===== src/rtl/contador_mod_param_if.sv =====
`default_nettype none
// ============================================================================
// Module   : contador_mod_param_if
// Brief    : Control/status bundle of the modulo-N up/down counter.
// Revision : 1.0
// ============================================================================
interface contador_mod_param_if #(
    parameter int WIDTH = 16
);
    logic             zera;
    logic             carrega;
    logic             ent;
    logic             enp;
    logic             up_down;
    logic             one_shot;
    logic [WIDTH-1:0] D;
    logic [WIDTH-1:0] Q;
    logic             rco;
    logic             meio;
    logic             fim;
    logic             parado;

    modport master (
        output zera, carrega, ent, enp, up_down, one_shot, D,
        input  Q, rco, meio, fim, parado
    );

    modport slave (
        input  zera, carrega, ent, enp, up_down, one_shot, D,
        output Q, rco, meio, fim, parado
    );
endinterface
`default_nettype wire


===== src/rtl/contador_mod_param.sv =====
`default_nettype none
// ============================================================================
// Module   : contador_mod_param
// Brief    : Modulo-N up/down counter with clamped load, one-shot stop,
//            half-range flag, cascade carry and registered wrap pulse.
// Revision : 1.0
// ============================================================================
module contador_mod_param #(
    parameter int WIDTH  = 16,
    parameter int MODULO = 50000
) (
    input  wire logic               clock,
    input  wire logic               reset,
    contador_mod_param_if.slave     bus
);
    localparam logic [WIDTH-1:0] c_max  = WIDTH'(MODULO - 1);
    localparam logic [WIDTH-1:0] c_half = WIDTH'(MODULO / 2);

    logic [WIDTH-1:0] r_q;
    logic             r_fim;
    logic             r_parado;

    logic [WIDTH-1:0] w_term;
    logic [WIDTH-1:0] w_load_val;
    logic             w_at_term;
    logic             w_step;

    // Terminal value follows the current direction, so rco reacts to up_down at once
    assign w_term     = bus.up_down ? c_max : '0;
    assign w_at_term  = (r_q == w_term);
    assign w_step     = bus.ent && bus.enp && !r_parado;
    assign w_load_val = (bus.D > c_max) ? c_max : bus.D;

    always_ff @(posedge clock or posedge reset) begin
        if (reset) begin
            r_q      <= '0;
            r_fim    <= 1'b0;
            r_parado <= 1'b0;
        end else if (bus.zera) begin
            r_q      <= '0;
            r_fim    <= 1'b0;
            r_parado <= 1'b0;
        end else if (bus.carrega) begin
            r_q      <= w_load_val;
            r_fim    <= 1'b0;
            r_parado <= 1'b0;
        end else if (w_step) begin
            if (w_at_term) begin
                r_fim <= 1'b1;
                if (bus.one_shot) begin
                    r_parado <= 1'b1;
                end else begin
                    r_q <= bus.up_down ? '0 : c_max;
                end
            end else begin
                r_fim <= 1'b0;
                // Away from the terminal neither direction can leave 0..MODULO-1
                r_q   <= bus.up_down ? (r_q + WIDTH'(1)) : (r_q - WIDTH'(1));
            end
        end else begin
            r_fim <= 1'b0;
        end
    end

    assign bus.Q      = r_q;
    assign bus.fim    = r_fim;
    assign bus.parado = r_parado;
    assign bus.rco    = bus.ent && w_at_term;
    assign bus.meio   = (r_q >= c_half);

endmodule
`default_nettype wire

===== src/flat_wrapper.sv =====
// flat-port wrapper written by rule: the top's interface ports become plain ports
module contador_mod_param_flat 
#(
    parameter int WIDTH  = 16,
    parameter int MODULO = 50000
)
  (clock, reset, bus_zera, bus_carrega, bus_ent, bus_enp, bus_up_down, bus_one_shot, bus_D, bus_Q, bus_rco, bus_meio, bus_fim, bus_parado);
  contador_mod_param_if #(.WIDTH(WIDTH)) bus_i ();
  input  wire logic clock;
  input  wire logic reset;
  input wire logic [$bits(bus_i.zera)-1:0] bus_zera;
  input wire logic [$bits(bus_i.carrega)-1:0] bus_carrega;
  input wire logic [$bits(bus_i.ent)-1:0] bus_ent;
  input wire logic [$bits(bus_i.enp)-1:0] bus_enp;
  input wire logic [$bits(bus_i.up_down)-1:0] bus_up_down;
  input wire logic [$bits(bus_i.one_shot)-1:0] bus_one_shot;
  input wire logic [$bits(bus_i.D)-1:0] bus_D;
  output wire logic [$bits(bus_i.Q)-1:0] bus_Q;
  output wire logic [$bits(bus_i.rco)-1:0] bus_rco;
  output wire logic [$bits(bus_i.meio)-1:0] bus_meio;
  output wire logic [$bits(bus_i.fim)-1:0] bus_fim;
  output wire logic [$bits(bus_i.parado)-1:0] bus_parado;
  assign bus_i.zera = bus_zera;
  assign bus_i.carrega = bus_carrega;
  assign bus_i.ent = bus_ent;
  assign bus_i.enp = bus_enp;
  assign bus_i.up_down = bus_up_down;
  assign bus_i.one_shot = bus_one_shot;
  assign bus_i.D = bus_D;
  assign bus_Q = bus_i.Q;
  assign bus_rco = bus_i.rco;
  assign bus_meio = bus_i.meio;
  assign bus_fim = bus_i.fim;
  assign bus_parado = bus_i.parado;
  contador_mod_param #(.WIDTH(WIDTH), .MODULO(MODULO)) u_core (.clock(clock), .reset(reset), .bus(bus_i));
endmodule

===== config.mk =====
export PLATFORM = sky130hd
export DESIGN_NAME = contador_mod_param_flat
export DESIGN_NICKNAME = d
export VERILOG_FILES = /design/src/rtl/contador_mod_param_if.sv /design/src/rtl/contador_mod_param.sv /design/src/flat_wrapper.sv
export SDC_FILE = /design/constraint.sdc
export NUM_CORES = 1
export LEC_CHECK = 0
export BUFFER_PORTS_ARGS = -buffer_cell sky130_fd_sc_hd__buf_4
export CAP_MARGIN = 10
export CORE_AREA = 3 3 73 75
export DETAILED_ROUTE_END_ITERATION = 6
export DIE_AREA = 0 0 76 78
export PLACE_DENSITY = 0.64
export SETUP_SLACK_MARGIN = 0.1
export SYNTH_ARGS = -nofsm -noshare
export SYNTH_HDL_FRONTEND = slang
export SYNTH_SLANG_ARGS = --single-unit

===== constraint.sdc =====
create_clock -name clock -period 2.57 [get_ports clock]
set_input_delay 0.3855 -clock clock [delete_from_list [all_inputs] [get_ports clock]]
set_output_delay 0.3855 -clock clock [all_outputs]
set_load 0.02 [all_outputs]

* After elaboration in Yosys (flattened, before gate mapping)
Index checks and enable logic that the tools add are counted.
Widths: inputs -> output; s select.
** Cells by class
- Add/sub/neg operators :: 2
- Order comparisons :: 2
- Eq/ne operators :: 2
- Muxes and demuxes :: 18
- Reductions and logical operators :: 9
** Operator list (number)
- $mux 16 :: 9
- $add 16x1->16 const B :: 1
- $eq 16x16->1 :: 1
- $ge 16x15->1 const B :: 1
- $gt 16x16->1 const B :: 1
- $sub 16x1->16 const B :: 1
- $mux 1 :: 9
- $reduce_bool 3->1 :: 3
- $ne 4x4->1 const B :: 1
- $logic_and 1x1->1 :: 3
- $reduce_and 3->1 :: 1
- $reduce_and 2->1 :: 1
- $logic_not 1->1 :: 1
** Word-level totals
- Bits in registers :: 18
- Input bits :: 24
- Output and inout bits :: 20
- Logic and storage cells :: 36

* Longest topological paths before layout
Gate-level depths: netlist of the first run.
- Depth in word-level cells :: 6
- Depth in mapped cells :: 10
- Gate-level depth less buffers :: 8

* Worst setup path after synthesis of the first run
Ideal clock, no wire load.
- Kind :: input port to flip-flop
- From :: input port bus_up_down
- To :: register u_core.r_q[8], in the netlist u_core.bus.Q[8]
- Library setup time :: 0.104 ns
- Arrival time :: 2.323 ns
- Required time :: 2.466 ns
- Path slack :: 0.143 ns
- Stages on the path :: 8
- Path buffers :: 0
- Path through :: inv_1 ha_1 a21o_1 a21o_1 a2111oi_4 o211a_1 nor3_1 o41ai_2
** Between the ends
- Longest elaborated chain between the ends :: 6
- Elaborated cells between the ends (all ways) :: 11
- Classes of those cells :: 2 x eq/ne; 8 x mux; 1 x reduce/logical
** Ends and longest elaborated chain
- start, declared :: RTL line flat_wrapper.sv:15 : input wire logic [$bits(bus_i.up_down)-1:0] bus_up_down;
- $mux 16, on equally long branches :: RTL line contador_mod_param.sv:29, contador_mod_param.sv:53
- $eq 16x16->1 / $mux 16 (equally long branches) :: RTL line contador_mod_param.sv:30, contador_mod_param.sv:50
- $mux 16 :: RTL line contador_mod_param.sv:48 : if (w_at_term) begin
- $mux 16 :: RTL line contador_mod_param.sv:47 : end else if (w_step) begin
- $mux 16 :: RTL line contador_mod_param.sv:43 : end else if (bus.carrega) begin
- $mux 16 :: RTL line contador_mod_param.sv:39 : end else if (bus.zera) begin
- end signal, assigned :: RTL line contador_mod_param.sv:44 : r_q <= w_load_val;
- end signal, assigned :: RTL line contador_mod_param.sv:53 : r_q <= bus.up_down ? '0 : c_max;
- end signal, assigned :: RTL line contador_mod_param.sv:58 : r_q <= bus.up_down ? (r_q + WIDTH'(1)) : (r_q - WIDTH'(1));
- end, declared :: RTL line contador_mod_param.sv:19 : logic [WIDTH-1:0] r_q;
Parallel ways exist; a longest one is shown, timed or not. The select of a mux whose other input is x is not followed.
A chain may end at the register's enable or synchronous reset.

* Final worst setup path of the first run
- From :: register u_core.r_q[1], in the netlist u_core.bus.Q[1]
- To :: register u_core.r_q[15], in the netlist u_core.bus.Q[15]
** Between the ends
- Longest elaborated chain between the ends :: 6
- Elaborated cells between the ends (all ways) :: 10
- Classes of those cells :: 2 x add/sub; 2 x eq/ne; 5 x mux; 1 x reduce/logical
** Ends and longest elaborated chain (RTL line)
- $sub 16x1->16 / $add 16x1->16 (equally long branches) :: contador_mod_param.sv:58
- $mux 16 :: contador_mod_param.sv:58
- $mux 16 :: contador_mod_param.sv:48
- $mux 16 :: contador_mod_param.sv:47
- $mux 16 :: contador_mod_param.sv:43
- $mux 16 :: contador_mod_param.sv:39
Parallel ways exist; a longest one is shown, timed or not. The select of a mux whose other input is x is not followed.

==> reports/metrics.yaml, run 1 <==
ys_top_cells_by_count: "nand2_1 (21), dfrtp_1 (18), nor2_1 (15), o21ai_0 (15)"
synth.largest_area_cell: "dfrtp_1"
die_width_um: 76
relSlewSlack_pct: 47.74
max_freq_mhz: 426.2
cp_slowest_cell: "dfrtp_1"
synth-seq-cells: 18
h-tree-depth: 1
core_area_um2: 4723
worstPathRequired_ns: 2.74
port_buffers: 43
ys_seq_area_share_pct: 24.28
synth_top_area_share_pct: 24.28
grt_max_degree: 19
grt_pass1_vias: 2072
layout_min_cycle_time_ns: 2.347
hold_viol_final: 0
routabilityCongestion: 0.9351
diodes: 0
ys.flop_type: "dfrtp_1"
vias: 2091
cpMostUsedCell: "a211o_1"
wl_per_cell_um: 17.12
clk_pin_slew_worst_paths_ns: 0.08
fin_nets: 335
clock-skew-final_ns: 0.008095
wirelength_um: 6199
rr_startpoint: "u_core.bus.Q[1]"
setup_viol: 0
antenna_found_initial: 0
peakVddDrop_uv: 257.1
status: "completed"
dpl.hpwl_um: 4869
io_pins: 44
clock_sinks: 18
tightest_slew_ns: 0.7831
p_leak_nw: 1.250
clk_path_buf_depth: 2
synth_edf_count: 0
grt_pass1_wl_um: 10330
maxCapViolCount: 0
crit_chain: "ha_1, a211o_1, a211oi_4, o31ai_2, a211o_1, o21a_1, o311ai_2"
syn-num-nets: 258
synthToLayoutAreaGrowth_pct: 38.10
path_max_fanout: 4
synth_cell_types: 57
die_area_um2: 5928
synth_most_common_cell: "nand2_1"
syn_avg_cell_area_um2: 8.473
fillers: 453
seq_area_um2: 450.4
postRouteAntennaNets: 0
async_flop_share_pct: 100.0
min_path_type: "in -> async"
die_y_um: 78
insertion_delay_ns: 0.27
drive_gt1_share_pct: 32.54
critPathLaunch: "u_core.bus.Q[1]"
ctsHoldBuffers: 0
cp-start-kind: "register"
drcViolationCount: 0
drtIter0Drc: 195
syn-cell-area_um2: 1856
drv_slew: 0
crit_path_end_kind: "register"
syn-instance-count: 219
dpl_cell_area_um2: 2490
grt-ovfl-total: 0
critical_path_class: "reg -> reg"
cts-root-buf: "clkbuf_8"
rsz0062_at_grt: "true"
first_pass_iters: 5
fp-row-count: 25
cts_tree: "built"
via_per_inst: 5.776
cp_slowest_stage_delay_ns: 0.45
design_area_um2: 2562
synth_area_leaders: "dfrtp_1 (24%), ha_1 (9.4%), nand2_1 (4.2%)"
cts_buffers: 3
post-route-period-util_pct: 91.31
power_density_nw_per_um2: 506.9
hold-worst-slack_ns: 0.2513
grt.total_usage_pct: 21.51
yosys_warnings: 0
start_util_pct: 39.28
crit_arrival_ns: 2.52
multi_input_area_um2: 1373
[layer usage]
| layer | track usage (%) | share of wire [%] |
|---|---|---|
| met1 | 27.79 | 45 |
| met2 | 35.37 | 46 |
| met3 | 2.784 | 6.0 |
| met4 | 10.69 | 2.7 |
| met5 | 0 | 0 |
[cells by family after synthesis]
| logic type | share of synthesized area [%] |
|---|---|
| simple gates | 20.77 |
| fa+ha+maj | 10.52 |
| xor+xnor | 3.776 |
| buf+inv | 2.697 |
| flops | 24.28 |
| mux | 1.146 |
| compound gates | 36.82 |
[cells in the final DEF (no fill, tap or decap), types with 5 or more instances in the layout]
cell type and n:
o21bai_1 5, dfrtp_1 18, inv_1 8, o21ai_0 15
nor2_1 15, ha_1 14, a21oi_1 14, a31oi_1 5
o31ai_1 5, and3_1 5, buf_4 76, nand2_1 21
a21o_1 10, a22oi_1 5, nor3_1 5
[per-stage QoR]
step / cells / TNS, ns / power (W) / util (%) / setup WS, ns
floorplan: 219 / 0 / 0.0007609 / - / 0.1432
global placement: 358 / 0 / 0.001026 / 52.72 / 0.001823
detailed placement: 358 / -0.04712 / 0.001032 / 52.72 / -0.04638
CTS: 362 / 0 / 0.001283 / 53.88 / 0.2047
global route: 362 / 0 / 0.001389 / 54.25 / 0.1007
finish: 362 / 0 / 0.001299 / 54.25 / 0.2235
[state kept, by name, indices dropped and copies added (netlist names)]
register	count
u_core.bus.Q	16
u_core.bus.fim	1
u_core.bus.parado	1
[worst max-delay path: cells and delay by family (launching register included)]
family,cells,cell delay (ns)
AO/OA/AOI/OAI,6,1.46
flip-flops,1,0.45
adder cells (fa/ha/maj),1,0.33
[what timing repair did]
action,in CTS,in global routing
setup endpoints to repair,0,3
setup buffers,0,0
gates resized for setup,0,3
[final cells by class]
type | count | area share (%)
Multi-Input combinational cell | 189 | 53.56
Inverter | 8 | 1.172
Sequential cell | 18 | 17.58
Timing Repair Buffer | 76 | 22.27
Tap cell | 67 | 3.271
Clock buffer | 4 | 2.148
[where the power goes]
| part | internal, W | total [W] | switching, W |
|---|---|---|---|
| clock | 0.000137 | 0.000253 | 0.000116 |
| sequential | 0.000312 | 0.000356 | 0.0000439 |
| combinational | 0.000331 | 0.000690 | 0.000359 |
[path summary, 6_finish.rpt]
| path | slack, ns | depth (start not counted) | end |
|---|---|---|---|
| setup / recovery | 0.22 | 7 | u_core.bus.Q[15] |
| hold / removal | 0.25 | 2 | u_core.bus.Q[6] |
| setup reg to reg | 0.22 | 7 | u_core.bus.Q[15] |
| hold reg to reg | 0.54 | 2 | u_core.bus.Q[2] |
| max in group asynchronous | 1.82 | 2 | u_core.bus.parado |
| min in group clock | 0.36 | 3 | u_core.bus.Q[12] |
No activity file was read; power rests on OpenSTA's default activity.
==> run 2: changes to the inputs <==
CORE_AREA = 3 3 63 65   (was 3 3 73 75)
DIE_AREA = 0 0 66 68   (was 0 0 76 78)
PLACE_DENSITY = 0.82   (was 0.64)
==> reports/metrics.yaml, run 2 (synthesis gave the netlist of run 1 again) <==
ctsHoldBuffers: 0  # unchanged
crit_arrival_ns: 2.58  # was 2.52 ns
via_per_inst: 6.163  # was 5.776
r2r-end: "u_core.bus.Q[14]"  # was u_core.bus.Q[15]
grt-ovfl-total: 0  # unchanged
grt_pass1_wl_um: 9673  # was 10330 um
cts_buffers: 3  # unchanged
max_freq_mhz: 415.0  # was 426.2 MHz
crit_path_end_kind: "register"  # unchanged
design_area_um2: 2530  # was 2562 um2
tightest_slew_ns: 0.7231  # was 0.7831 ns
antenna_found_initial: 0  # unchanged
drtIter0Drc: 190  # was 195
pre_cts_slack_ns: -0.1317  # was -0.04638 ns
rsz0062_at_grt: "false"  # was true
wirelength_um: 6238  # was 6199 um
routabilityCongestion: 0.9736  # was 0.9351
cp-start-kind: "input port"  # was register
die_width_um: 66  # was 76 um
post-route-period-util_pct: 93.76  # was 91.31%
peakVddDrop_uv: 227.0  # was 257.1 uV
power_density_nw_per_um2: 467.1  # was 506.9 nW/um2
multi_input_area_um2: 1365  # was 1373 um2
critical_path_class: "in -> reg"  # was reg -> reg
seq_power_share_pct: 30.2  # was 27.4%
status: "completed"  # unchanged
fin_nets: 339  # was 335
clock_sinks: 18  # unchanged
comb_power_share_pct: 58.1  # was 53.1%
layout_common_cells: "buf_4 (79), nand2_1 (21), dfrtp_1 (18), nor2_1 (15), o21ai_0 (15)"  # was buf_4 (76), nand2_1 (21), dfrtp_1 (18), nor2_1 (15), o21ai_0 (15)
crit_end: "u_core.bus.Q[14]"  # was u_core.bus.Q[15]
wl_per_cell_um: 18.13  # was 17.12 um
core_area_um2: 3390  # was 4723 um2
layout_min_cycle_time_ns: 2.410  # was 2.347 ns
dpl_cell_area_um2: 2464  # was 2490 um2
rr_startpoint: "u_core.bus.Q[8]"  # was u_core.bus.Q[1]
diodes: 0  # unchanged
p_clk_share_pct: 11.7  # was 19.4%
postRouteAntennaNets: 0  # unchanged
cp_slowest_cell: "ha_1"  # was dfrtp_1
post-route-util_pct: 74.64  # was 54.25%
worstPathRequired_ns: 2.74  # about the same
netSwitchingFraction_pct: 41.66  # was 39.89%
port_buffers: 43  # unchanged
cpMostUsedCell: "buf_4"  # was a211o_1
crit_chain: "buf_4, clkinvlp_4, buf_4, ha_1, and3_1, and4_4, a31oi_4, buf_4, nor3b_1, nor2_1, a311oi_1"  # was ha_1, a211o_1, a211oi_4, o31ai_2, a211o_1, o21a_1, o311ai_2
cts_tree: "built"  # unchanged
critPathLaunch: "bus_up_down"  # was u_core.bus.Q[1]
grt_max_degree: 19  # unchanged
clk_pin_slew_worst_paths_ns: 0.10  # was 0.08 ns
die_area_um2: 4488  # was 5928 um2
seq_area_um2: 450.4  # unchanged
drive_gt1_share_pct: 33.56  # was 32.54%
fin_setup_tns_ns: 0  # unchanged
h-tree-depth: 1  # unchanged
setup_viol: 0  # unchanged
reg2reg_slack_ns: 0.17  # was 0.22 ns
clock-skew-final_ns: 0.001358  # was 0.008095 ns
cellInternalPower_w: 0.0006895  # was 0.0007807 W
fillers: 284  # was 453
cts-root-buf: "clkbuf_4"  # was clkbuf_8
insertion_delay_ns: 0.28  # was 0.27 ns
fin_ws_ns: 0.1603  # was 0.2235 ns
fp-row-count: 21  # was 25
drv_slew: 0  # unchanged
first_pass_iters: 5  # unchanged
start_util_pct: 54.74  # was 39.28%
p_leak_nw: 1.242  # was 1.250 nW
path_max_fanout: 6  # was 4
grt.total_usage_pct: 28.03  # was 21.51%
relSlewSlack_pct: 51.74  # was 47.74%
p_switching_w: 0.0004923  # was 0.0005182 W
worstRegToRegCells: 8  # was 7
maxCapViolCount: 0  # unchanged
synthToLayoutAreaGrowth_pct: 36.35  # was 38.10%
clk_path_buf_depth: 2  # unchanged
io_pins: 44  # unchanged
drcViolationCount: 0  # unchanged
largest_reg_flops: 16  # unchanged
layout_commonest_cell: "buf_4"  # unchanged
hold_viol_final: 0  # unchanged
cp_slowest_stage_delay_ns: 0.35  # was 0.45 ns
die_y_um: 68  # was 78 um
grt_pass1_vias: 2032  # was 2072
dpl.hpwl_um: 4900  # was 4869 um
min_path_type: "in -> async"  # unchanged
vias: 2120  # was 2091
==> run 2: cell types whose count changed in the layout (fill, tap and decap cells not counted), sizes merged <==
| cell | before | now |
|---|---|---|
| clkbuf | 4 | 3 |
| inv | 8 | 7 |
| buf | 76 | 79 |
| clkinvlp | 0 | 2 |
==> run 2: power groups by stage <==
stage | Sequential, W | Combinational (W) | Clock (W)
6_report | 0.000357 | 0.000686 | 0.000138
5_1_grt | 0.000361 | 0.000748 | 0.000152
4_1_cts | 0.000355 | 0.000666 | 0.000140
3_5_place_dp | 0.000360 | 0.000664 | 0
3_3_place_gp | 0.000359 | 0.000650 | 0
2_1_floorplan | 0.000385 | 0.000376 | 0
==> run 2: metrics by stage <==
step	total power (W)	hold WS, ns	instances
after global placement	0.001009	0.5183	337
final	0.001182	0.2094	344
after floorplan	0.0007609	0.3241	219
after global routing	0.001261	0.2638	344
after detailed placement	0.001024	0.5286	337
after CTS	0.001162	0.2243	340
==> run 2: repair_timing <==
action,in CTS,in global routing
gates resized for setup,0,4
buffers inserted,0,3
setup endpoints to repair,0,8
==> run 2: worst min-delay path by stage <==
stage,startpoint,to
after global placement,u_core.bus.Q[2],u_core.bus.Q[2]
final,reset,u_core.bus.Q[1]
after global routing,reset,u_core.bus.Q[4]
after floorplan,reset,u_core.bus.Q[0]
after CTS,reset,u_core.bus.Q[1]
after detailed placement,u_core.bus.Q[2],u_core.bus.Q[2]
==> run 2: critical path, delay by kind of cell <==
family | cells | cell delay, ns
AO/OA/AOI/OAI | 2 | 0.45
AND/OR/NAND/NOR | 4 | 0.74
buffers and inverters | 4 | 0.65
adder cells (fa/ha/maj) | 1 | 0.35
==> run 2: area by class of cell <==
class                           instances  area share [%]
Timing Repair inverter                  1          0.2967
Sequential cell                        18           17.80
Inverter                                8           1.335
Multi-Input combinational cell        189           53.96
Timing Repair Buffer                   79           23.44
Tap cell                               46           2.275
Clock buffer                            3          0.8902
==> run 2: per-layer routing <==
layer | vias to the layer above | share of wire (%) | GRT usage, % | routed length, um
met5 | - | 0 | 0 | 0
met4 | 0 | 2.0 | 9.898 | 127
met3 | 16 | 9.2 | 3.120 | 571
met2 | 96 | 48 | 48.56 | 2986
met1 | 994 | 41 | 36.22 | 2552
li1 | 1014 | - | - | -
